### src/rtl/engine_filter_cond_index_generator_pkg.sv
// rtl/engine_filter_cond_index_generator_pkg.sv - shared packet/config types and index generator FSM states
package engine_filter_cond_index_generator_pkg;

   localparam int INDEX_W = 32;
   localparam int ID_W = 8;
   localparam int FIELD_W = 32;
   localparam int NUM_FIELDS = 4;
   localparam logic [1:0] RST_BUSY_CYCLES = 2'd3;

   typedef struct packed {
      logic [ID_W-1:0] id_cu;
      logic [ID_W-1:0] id_bundle;
      logic [ID_W-1:0] id_lane;
      logic [ID_W-1:0] id_engine;
   } PacketRouteAddress;

   typedef struct packed {
      PacketRouteAddress source;
      PacketRouteAddress destination;
   } PacketRoute;

   typedef struct packed {
      PacketRoute route;
      logic [3:0] cmd;
   } PacketMeta;

   typedef struct packed {
      logic [INDEX_W-1:0] index_start;
      logic [INDEX_W-1:0] index_end;
      logic [INDEX_W-1:0] stride;
      logic [INDEX_W-1:0] array_size;
   } CSRIndexParam;

   typedef struct packed {
      PacketMeta meta;
      CSRIndexParam param;
   } CSRIndexConfigurationPayload;

   typedef struct packed {
      logic valid;
      CSRIndexConfigurationPayload payload;
   } CSRIndexConfiguration;

   typedef struct packed {
      logic [NUM_FIELDS-1:0][FIELD_W-1:0] field;
   } MemoryPacketData;

   typedef struct packed {
      PacketMeta meta;
      MemoryPacketData data;
   } MemoryPacketPayload;

   typedef struct packed {
      logic valid;
      MemoryPacketPayload payload;
   } MemoryPacket;

   typedef struct packed {
      logic rd_en;
   } FIFOStateSignalsInput;

   typedef struct packed {
      logic full;
      logic empty;
      logic prog_full;
      logic valid;
   } FIFOStateSignalsOutput;

   typedef enum logic [2:0] {
      IDLE,
      REQ,
      WAIT,
      LOAD,
      GEN,
      DONE
   } engine_filter_cond_index_generator_state;

endpackage

### src/rtl/xpm_fifo_sync_wrapper.sv
// rtl/xpm_fifo_sync_wrapper.sv - synchronous FIFO with registered dout, prog_full and reset-busy window
module xpm_fifo_sync_wrapper
   import engine_filter_cond_index_generator_pkg::*;
#(
   parameter int DATA_W = 8,
   parameter int DEPTH = 16,
   parameter int PROG_THRESH = 8
) (
   input  logic              clk,
   input  logic              srst,
   input  logic              wr_en,
   input  logic [DATA_W-1:0] din,
   input  logic              rd_en,
   output logic [DATA_W-1:0] dout,
   output logic              valid,
   output logic              empty,
   output logic              full,
   output logic              prog_full,
   output logic              wr_rst_busy,
   output logic              rd_rst_busy
);

   localparam int AW = $clog2(DEPTH);

   logic [DATA_W-1:0] mem [DEPTH];
   logic [AW-1:0]     wr_ptr;
   logic [AW-1:0]     rd_ptr;
   logic [AW:0]       count;
   logic [1:0]        busy_cnt;
   logic              wr_ok;
   logic              rd_ok;

   assign wr_rst_busy = (busy_cnt != 2'd0);
   assign rd_rst_busy = (busy_cnt != 2'd0);
   assign empty       = (count == '0);
   assign full        = (count == (AW+1)'(DEPTH));
   assign prog_full   = (count >= (AW+1)'(PROG_THRESH));
   assign wr_ok       = wr_en & ~full & ~wr_rst_busy;
   assign rd_ok       = rd_en & ~empty & ~rd_rst_busy;

   always_ff @(posedge clk) begin
      if (wr_ok) begin
         mem[wr_ptr] <= din;
      end
      if (rd_ok) begin
         dout <= mem[rd_ptr];
      end
   end

   // Busy stays high through srst and a few cycles after it, like the vendor macro.
   always_ff @(posedge clk) begin
      if (srst) begin
         wr_ptr   <= '0;
         rd_ptr   <= '0;
         count    <= '0;
         valid    <= 1'b0;
         busy_cnt <= RST_BUSY_CYCLES;
      end else begin
         if (busy_cnt != 2'd0) begin
            busy_cnt <= busy_cnt - 2'd1;
         end
         if (wr_ok) begin
            wr_ptr <= wr_ptr + 1'b1;
         end
         if (rd_ok) begin
            rd_ptr <= rd_ptr + 1'b1;
         end
         valid <= rd_ok;
         case ({wr_ok, rd_ok})
            2'b10:   count <= count + 1'b1;
            2'b01:   count <= count - 1'b1;
            default: count <= count;
         endcase
      end
   end

endmodule

### src/rtl/engine_filter_cond_index_generator.sv
// rtl/engine_filter_cond_index_generator.sv - pops index configs and sweeps start..end-1 into a request FIFO
module engine_filter_cond_index_generator
   import engine_filter_cond_index_generator_pkg::*;
#(
   parameter int ID_CU = 0,
   parameter int ID_BUNDLE = 0,
   parameter int ID_LANE = 0,
   parameter int ID_ENGINE = 0,
   parameter int FIFO_WRITE_DEPTH = 16,
   parameter int PROG_THRESH = 8
) (
   input  logic                  ap_clk,
   input  logic                  areset_n,
   input  CSRIndexConfiguration  configure_engine_in,
   output logic                  configure_engine_rd_en,
   output MemoryPacket           request_engine_out,
   input  FIFOStateSignalsInput  fifo_request_engine_signals_in,
   output FIFOStateSignalsOutput fifo_request_engine_signals_out,
   output logic                  fifo_setup_signal,
   output logic                  done_out
);

   engine_filter_cond_index_generator_state state, state_next;

   logic               areset_r;
   PacketMeta          meta_in;
   PacketMeta          meta_q;
   CSRIndexParam       param_q;
   logic [INDEX_W-1:0] index_q;
   logic [INDEX_W-1:0] end_q;
   logic [INDEX_W-1:0] step_q;
   logic [INDEX_W:0]   sum;
   logic               last_push;
   logic               empty_range;
   logic               push;
   logic               rd_en_q;

   MemoryPacketPayload wr_data;
   MemoryPacketPayload fifo_dout;
   logic               fifo_valid;
   logic               fifo_empty;
   logic               fifo_full;
   logic               fifo_prog_full;
   logic               fifo_wr_busy;
   logic               fifo_rd_busy;
   logic               fifo_rd_en;

   always_ff @(posedge ap_clk) begin
      areset_r <= areset_n;
   end

   // Route source is stamped with this engine's identity at latch time.
   always_comb begin
      meta_in = configure_engine_in.payload.meta;
      meta_in.route.source = {ID_W'(ID_CU), ID_W'(ID_BUNDLE), ID_W'(ID_LANE), ID_W'(ID_ENGINE)};
   end

   assign sum         = {1'b0, index_q} + {1'b0, step_q};
   assign last_push   = sum[INDEX_W] | (sum[INDEX_W-1:0] >= end_q);
   assign empty_range = (param_q.index_start >= param_q.index_end);

   always_ff @(posedge ap_clk) begin
      if (!areset_r) begin
         state   <= IDLE;
         meta_q  <= '0;
         param_q <= '0;
         index_q <= '0;
         end_q   <= '0;
         step_q  <= '0;
      end else begin
         state <= state_next;
         if (state == WAIT && configure_engine_in.valid) begin
            meta_q  <= meta_in;
            param_q <= configure_engine_in.payload.param;
         end
         if (state == LOAD) begin
            index_q <= param_q.index_start;
            end_q   <= param_q.index_end;
            step_q  <= (param_q.stride == '0) ? INDEX_W'(1) : param_q.stride;
         end else if (push) begin
            index_q <= sum[INDEX_W-1:0];
         end
      end
   end

   always_comb begin
      state_next             = state;
      configure_engine_rd_en = 1'b0;
      done_out               = 1'b0;
      push                   = 1'b0;
      case (state)
         IDLE: begin
            if (!fifo_setup_signal) begin
               state_next = REQ;
            end
         end
         REQ: begin
            configure_engine_rd_en = 1'b1;
            state_next             = WAIT;
         end
         WAIT: begin
            if (configure_engine_in.valid) begin
               state_next = LOAD;
            end
         end
         LOAD: begin
            if (empty_range) begin
               done_out   = 1'b1;
               state_next = REQ;
            end else begin
               state_next = GEN;
            end
         end
         GEN: begin
            if (!fifo_prog_full) begin
               push = 1'b1;
               if (last_push) begin
                  state_next = DONE;
               end
            end
         end
         DONE: begin
            done_out   = 1'b1;
            state_next = REQ;
         end
         default: state_next = IDLE;
      endcase
   end

   always_comb begin
      wr_data               = '0;
      wr_data.meta          = meta_q;
      wr_data.data.field[0] = index_q;
      wr_data.data.field[1] = end_q;
      wr_data.data.field[3] = param_q.array_size;
   end

   assign fifo_rd_en = ~fifo_empty & rd_en_q;

   xpm_fifo_sync_wrapper #(
      .DATA_W      ($bits(MemoryPacketPayload)),
      .DEPTH       (FIFO_WRITE_DEPTH),
      .PROG_THRESH (PROG_THRESH)
   ) u_request_fifo (
      .clk         (ap_clk),
      .srst        (~areset_r),
      .wr_en       (push),
      .din         (wr_data),
      .rd_en       (fifo_rd_en),
      .dout        (fifo_dout),
      .valid       (fifo_valid),
      .empty       (fifo_empty),
      .full        (fifo_full),
      .prog_full   (fifo_prog_full),
      .wr_rst_busy (fifo_wr_busy),
      .rd_rst_busy (fifo_rd_busy)
   );

   always_ff @(posedge ap_clk) begin
      if (!areset_r) begin
         request_engine_out              <= '0;
         fifo_request_engine_signals_out <= '0;
         fifo_setup_signal               <= 1'b1;
         rd_en_q                         <= 1'b0;
      end else begin
         request_engine_out.valid        <= fifo_valid;
         request_engine_out.payload      <= fifo_dout;
         fifo_request_engine_signals_out <= '{full: fifo_full, empty: fifo_empty,
                                              prog_full: fifo_prog_full, valid: fifo_valid};
         fifo_setup_signal               <= fifo_wr_busy | fifo_rd_busy;
         rd_en_q                         <= fifo_request_engine_signals_in.rd_en;
      end
   end

endmodule
### config.mk
export PLATFORM = sky130hd
export DESIGN_NAME = engine_filter_cond_index_generator
export DESIGN_NICKNAME = d
export VERILOG_FILES = /design/src/rtl/engine_filter_cond_index_generator_pkg.sv /design/src/rtl/xpm_fifo_sync_wrapper.sv /design/src/rtl/engine_filter_cond_index_generator.sv
export SDC_FILE = /design/constraint.sdc
export NUM_CORES = 2
export LEC_CHECK = 0
export ABC_AREA = 1
export BUFFER_PORTS_ARGS = -buffer_cell sky130_fd_sc_hd__buf_2
export CAP_MARGIN = 40
export CORE_ASPECT_RATIO = 0.5
export CORE_MARGIN = 4
export CORE_UTILIZATION = 35
export CTS_CLUSTER_DIAMETER = 60
export DETAILED_ROUTE_END_ITERATION = 8
export PLACE_DENSITY = 0.49
export SLEW_MARGIN = 20
export SYNTH_ARGS = -nofsm -noshare
export SYNTH_HDL_FRONTEND = slang
export SYNTH_SLANG_ARGS = --single-unit
export TNS_END_PERCENT = 30
### constraint.sdc
create_clock -name ap_clk -period 7.17 [get_ports ap_clk]
set_input_delay 1.434 -clock ap_clk [delete_from_list [all_inputs] [get_ports ap_clk]]
set_output_delay 1.434 -clock ap_clk [all_outputs]
set_load 0.05 [all_outputs]
== Word-level counts from Yosys, hierarchy flattened ==
Memory sizes are Yosys's and may differ from the RTL's. A register that Yosys moved wholly into a read port is not among the register bits.
Cells that the tools add are included.

* Bits in registers: 678
* RAM bits: 2112
* Output and inout port bits: 204
* Memories: 1
* Input port bits: 200
* Logic and storage cells: 95

{| class="wikitable"
|+ Memories
! memory !! depth !! width !! rd ports !! clocked after memory_dff !! write ports !! line !! RTL
|-
| u_request_fifo.mem || 16 || 132 || 1 || 1 || 1 || xpm_fifo_sync_wrapper.sv:25 || <nowiki>logic [DATA_W-1:0] mem [DEPTH];</nowiki>
|}

* Reduce and logical (&&, ||, !) cells: 8
* Add/sub/neg operators: 6
* Bitwise gates (word level): 9
* Multiplexer cells: 17
* Equality and inequality tests: 12
* Magnitude comparators: 3

{| class="wikitable"
|+ Operator list
! kind !! number
|-
| 2-to-1 mux 32 bit || 3
|-
| >= comparator 32 bit || 2
|-
| adder 32 x 32 -> 33 bit || 1
|-
| logical NOT 32 bit || 1
|-
| one-hot mux 3 bit (6 select lines) || 1
|-
| 2-to-1 mux 3 bit || 5
|-
| one-hot mux 5 bit (2 select lines) || 1
|-
| adder 4 x 1 -> 4 bit, second input constant || 2
|-
| != test 2 bit, second input constant || 4
|-
| equality test 3 x 2 -> 1 bit, second input constant || 2
|-
| equality test 3 bit, second input constant || 2
|-
| 2-to-1 mux 1 bit || 6
|-
| nonzero test 2 bit || 3
|-
| adder 5 x 1 -> 5 bit, second input constant || 1
|-
| AND 1 bit || 5
|-
| equality test 5 bit, second input constant || 1
|-
| >= comparator 5 x 4 -> 1 bit, second input constant || 1
|-
| logical NOT 5 bit || 1
|-
| subtractor 5 x 1 -> 5 bit, second input constant || 1
|-
| AND reduction 4 bit || 1
|-
| equality test 3 x 1 -> 1 bit, second input constant || 1
|-
| logical NOT 3 bit || 1
|-
| NOT 1 bit || 3
|-
| equality test 2 x 1 -> 1 bit, second input constant || 1
|-
| 5 further kinds || 5
|}

== Longest topological paths before layout ==
* Depth in word-level cells: 7
* Mapped depth: 25
* Gate-level depth less buffers: 25

== Cells and area by module ==
A second synthesis with hierarchy kept.

* Cell total of the unflattened synthesis: 13417
* Area total of the unflattened synthesis: 150859.7 um^2

{| class="wikitable"
|+ By module, submodules not included
! module !! cells an instance !! area an instance (um^2) !! seq. area each (um^2) !! times used
|-
| xpm_fifo_sync_wrapper || 10986 || 132104.2 || 100376.3 || 1
|-
| engine_filter_cond_index_generator || 2431 || 18755.5 || 9328.9 || 1
|}

== Worst setup path after synthesis ==
No wires, ideal clock.

* Path kind: register to register
* From: register state[2]
* To: memory u_request_fifo.mem[11][0] in the netlist's numbering (enable)
* Setup slack: -0.067 ns
* Library setup time: 0.625 ns
* Path buffers: 0
* Arrival: 6.612 ns
* Stages on the path, launching flop included: 9
* Path through: dfxtp_1 inv_1 nor3_1 inv_1 nor2_4 nand2_1 inv_2 nand3_1 nor2_1

* Longest elaborated chain between the ends: 6

{| class="wikitable"
|+ Ends and longest elaborated chain
! element !! line !! RTL
|-
| start: declaration || engine_filter_cond_index_generator.sv:23 || <nowiki>engine_filter_cond_index_generator_state state, state_next;</nowiki>
|-
| start signal: assignment || engine_filter_cond_index_generator.sv:71 || <nowiki>state <= state_next;</nowiki>
|-
| equality test 3 bit || engine_filter_cond_index_generator.sv:91 || <nowiki>case (state)</nowiki>
|-
| 2-to-1 mux 1 bit || engine_filter_cond_index_generator.sv:91 ||
|-
| AND 1 bit (2 in series) || xpm_fifo_sync_wrapper.sv:38 || <nowiki>assign wr_ok = wr_en & ~full & ~wr_rst_busy;</nowiki>
|-
| 2-to-1 mux 1 bit || xpm_fifo_sync_wrapper.sv:42 || <nowiki>if (wr_ok) begin</nowiki>
|-
| 2-to-1 mux 1 bit (not written as such) || xpm_fifo_sync_wrapper.sv:43 || <nowiki>mem[wr_ptr] <= din;</nowiki>
|-
| end: declaration || xpm_fifo_sync_wrapper.sv:25 ||
|}

No other way between the ends.

== Worst setup path in the final report ==
* From: register param_q[87] in the netlist's numbering
* To: output port done_out

* Longest elaborated chain between the ends: 3

{| class="wikitable"
|+ Ends and longest elaborated chain
! element !! line !! RTL
|-
| start: declaration || engine_filter_cond_index_generator.sv:28 || <nowiki>CSRIndexParam param_q;</nowiki>
|-
| start signal: assignment || engine_filter_cond_index_generator.sv:74 || <nowiki>param_q <= configure_engine_in.payload.param;</nowiki>
|-
| >= comparator 32 bit || engine_filter_cond_index_generator.sv:60 || <nowiki>assign empty_range = (param_q.index_start >= param_q.index_end);</nowiki>
|-
| 2-to-1 mux 1 bit || engine_filter_cond_index_generator.sv:107 || <nowiki>if (empty_range) begin</nowiki>
|-
| one-hot mux 1 bit (2 select lines) || engine_filter_cond_index_generator.sv:91 ||
|-
| end: declaration || engine_filter_cond_index_generator.sv:20 || <nowiki>output logic done_out</nowiki>
|}

No other way between the ends.

==> results.sh <==
export IMPL_rsz0062_at_grt="no"
export IMPL_finClkSkew_ns=0.128
export IMPL_io_pins=404
export IMPL_first_pass_iters=6
export IMPL_postCtsHoldBufs=0
export IMPL_area_growth_pct=13.8
export IMPL_final_cells=12464
export IMPL_crit_path_max_incr_delay_ns=0.35
export IMPL_endpoint_kind="output port"
export IMPL_ys_warnings_count=0
export IMPL_ctsResizeCount=0
export IMPL_r2r_end="state[0]$_SDFFE_PN0P_"
export IMPL_yosys_area_top_type="edfxtp_1"
export IMPL_cp_required_ns=5.74
export IMPL_post_cts_buffers=0
export IMPL_peakVddDrop_mv=0.222
export IMPL_cts_max_level=4
export IMPL_worstPathCellList="inv_1, ha_1, nand2_1, nor2_1, nand4_1, nor2_1, nand4_1, nand3_1, nand2_1, o31ai_1, buf_2"
export IMPL_synth_area_top_cells="edfxtp_1 (65%), dfxtp_1 (8.1%), o21ai_0 (6.6%), nor2_1 (5.1%), o221ai_1 (2.1%)"
export IMPL_startpoint_type="flip-flop"
export IMPL_grt_max_degree=206
export IMPL_drc=0
export IMPL_die_h_um=392
export IMPL_synth_edf_count=2244
export IMPL_grtUsageTotal_pct=19.7
export IMPL_start_util_pct=35.3
export IMPL_relSlewSlack_pct=28.7
export IMPL_synth_distinct_cells=46
export IMPL_p_leak_nw=40.6
export IMPL_maxCapViolations=0
export IMPL_synth_seq_area_share_pct=73.4
export IMPL_rrSetupSlack_ns=3.30
export IMPL_p_total_mw=31.8
export IMPL_fin_crit_sh_pct=63.7
export IMPL_synth_most_common_cell="edfxtp_1"
export IMPL_gp_congestion=0.819
export IMPL_syn_inst=8173
export IMPL_finalWirelength_um=309000
export IMPL_synth_flop_cell="edfxtp_1"
export IMPL_hp_class="reg -> reg"
export IMPL_drive_above_1_share_pct=10.1
export IMPL_dr_first_iter_drc_count=6322
export IMPL_worst_pin_slew_ns=1.07
export IMPL_final_hold_viol_count=0
export IMPL_async_flop_share_pct=0
export IMPL_route_antenna_remaining_nets=0
export IMPL_cts_tree="yes"
export IMPL_setup_violations=0
export IMPL_grt_pass1_wl_um=443000
export IMPL_min_from="u_request_fifo.dout[149]$_DFFE_PP_"
export IMPL_crit_type="reg -> out"
export IMPL_wl_per_cell_um=24.8
export IMPL_postSynthAreaPerCell_um2=12.6
export IMPL_nets=8650
export IMPL_place_inst=11980
export IMPL_clk_path_buf_depth=4
export IMPL_cts_buffers=248
export IMPL_finish_utilization_pct=40.2
export IMPL_clock_fmax_mhz=219
export IMPL_nFillCells=27536
export IMPL_cp_arrival_ns=3.13
export IMPL_grt_pass1_vias=63034
export IMPL_rows=140
export IMPL_cts_root_buf="clkbuf_16"
export IMPL_worst_r2r_cell_count=23
export IMPL_yosys_top_cells_count="edfxtp_1 (2244), nor2_1 (1399), o21ai_0 (1360)"
export IMPL_setup_tns_ns=0
export IMPL_cts_sinks=2662
export IMPL_antenna_found_initial=20
export IMPL_die_area_um2=304000
export IMPL_dp_hpwl_um=163000
export IMPL_grt_ovfl_total=0
export IMPL_critPathSlowestCell="buf_2"
export IMPL_syn_area_um2=103000
export IMPL_outcome="finished, final reports clean"
export IMPL_insertion_delay_ns=0.93
export IMPL_hold_depth=2
export IMPL_synth_top_area_share_pct=65.3
export IMPL_num_vias=65847
export IMPL_core_area_um2=292000
export IMPL_die_w_um=776
export IMPL_worstReg2RegStart="index_q[0]$_SDFFE_PN0P_"
export IMPL_whs_ns=0.427
export IMPL_crit_path_max_fanout=2
export IMPL_drv_slew=0
export IMPL_layout_min_cycle_time_ns=4.57
export IMPL_power_density_nw_per_um2=271
export IMPL_hold_end="request_engine_out[149]$_SDFF_PN0_"
export IMPL_via_per_inst=5.28
export IMPL_ys_ff_latch=2662
export IMPL_io_buffers=307
export IMPL_clkTransAtPathRegs_ns=0.07
[metal layers]
metal,GRT usage (%),routed length (um),part of all wire [%]
met4,4.39,6340,2.0
met2,30.5,138000,45
met5,0,7,0.0023
met1,29.3,148000,48
met3,2.66,17300,5.6
[through the flow]
step / setup slack [ns] / cell area [um^2]
after global placement: 3.14 / 108000
after CTS: 2.49 / 117000
after detailed placement: 3.26 / 109000
after floorplan: -0.0666 / 104000
final: 2.60 / 117000
after global routing: 2.42 / 117000
[report_power, final]
| group | internal (mW) | total [mW] | switching [mW] |
|---|---|---|---|
| logic | 0.359 | 1.26 | 0.897 |
| registers | 17.1 | 17.4 | 0.362 |
| clock network | 7.32 | 13.1 | 5.82 |
| total | 24.7 | 31.8 | 7.08 |
[layout by cell type (no fill, tap or decap), drive strengths merged]
cell	n
nor4	7
nor3	12
fa	2
clkinvlp	8
and2	13
ha	106
a31oi	17
xnor2	3
o221ai	243
buf	462
o211ai	120
nor2	1402
or2	3
clkbuf	352
clkinv	82
mux2i	29
o32ai	3
xor2	14
inv	357
o22ai	309
diode	7
nand4	17
a22oi	1
bufinv	13
edfxtp	2244
o21a	4
o31ai	4
a21o	5
dfxtp	418
a21oi	220
a22o	15
o21ai	1412
conb	64
a211oi	1
nand3b	5
o21bai	7
nand2	478
nand3	100
[state kept, by name, summed over array words and instances (netlist names), 2 cells and up]
signal,count
state,3
step_q,32
index_q,32
u_request_fifo.dout,132
param_q,128
request_engine_out,132
u_request_fifo.rd_ptr,4
u_request_fifo.busy_cnt,2
meta_q,36
u_request_fifo.wr_ptr,4
u_request_fifo.mem,2112
end_q,32
fifo_request_engine_signals_out,4
u_request_fifo.count,5
[critical path: cells and delay by family (launching register included)]
kind | cells | cell delay (ns)
adder cells (fa/ha/maj) | 1 | 0.29
flip-flops | 1 | 0.33
AO/OA/AOI/OAI | 1 | 0.14
buffers and inverters | 2 | 0.41
AND/OR/NAND/NOR | 7 | 1.16
[final cells by class]
class,count,area (um^2),area share (%)
Tap cell,3905,4890,4.16
Timing Repair Buffer,462,3790,3.23
Sequential cell,2662,75800,64.5
Clock inverter,108,907,0.772
Inverter,352,1370,1.17
Antenna cell,7,17.5,0.0149
Multi-Input combinational cell,4616,23700,20.1
Clock buffer,352,7070,6.02
[logic make-up after synthesis]
group	count (synthesis)	synth area share [%]
adder cells (fa/ha/maj)	108	1.32
buffers and inverters	958	4.07
multiplexers	29	0.281
XOR/XNOR	17	0.144
flip-flops	2662	73.4
AO/OA/AOI/OAI	2361	13.1
other	1	0.00363
AND/OR/NAND/NOR	2037	7.67
[worst max path at each step]
stage | from | endpoint | slack, ns | cells after the start
4_1_cts | param_q[71]$_SDFFE_PN0P_ | done_out | 2.49 | 13
2_1_floorplan | state[2]$_SDFFE_PN0P_ | u_request_fifo.mem[11][0]$_DFFE_PP_ | -0.07 | 8
3_5_place_dp | u_request_fifo.rd_ptr[0]$_SDFFE_PN0P_ | u_request_fifo.dout[23]$_DFFE_PP_ | 3.26 | 6
3_3_place_gp | index_q[16]$_SDFFE_PN0P_ | state[0]$_SDFFE_PN0P_ | 3.14 | 21
5_1_grt | param_q[71]$_SDFFE_PN0P_ | done_out | 2.42 | 13
6_report | param_q[87]$_SDFFE_PN0P_ | done_out | 2.60 | 11
(Power assumes the default switching activity.)
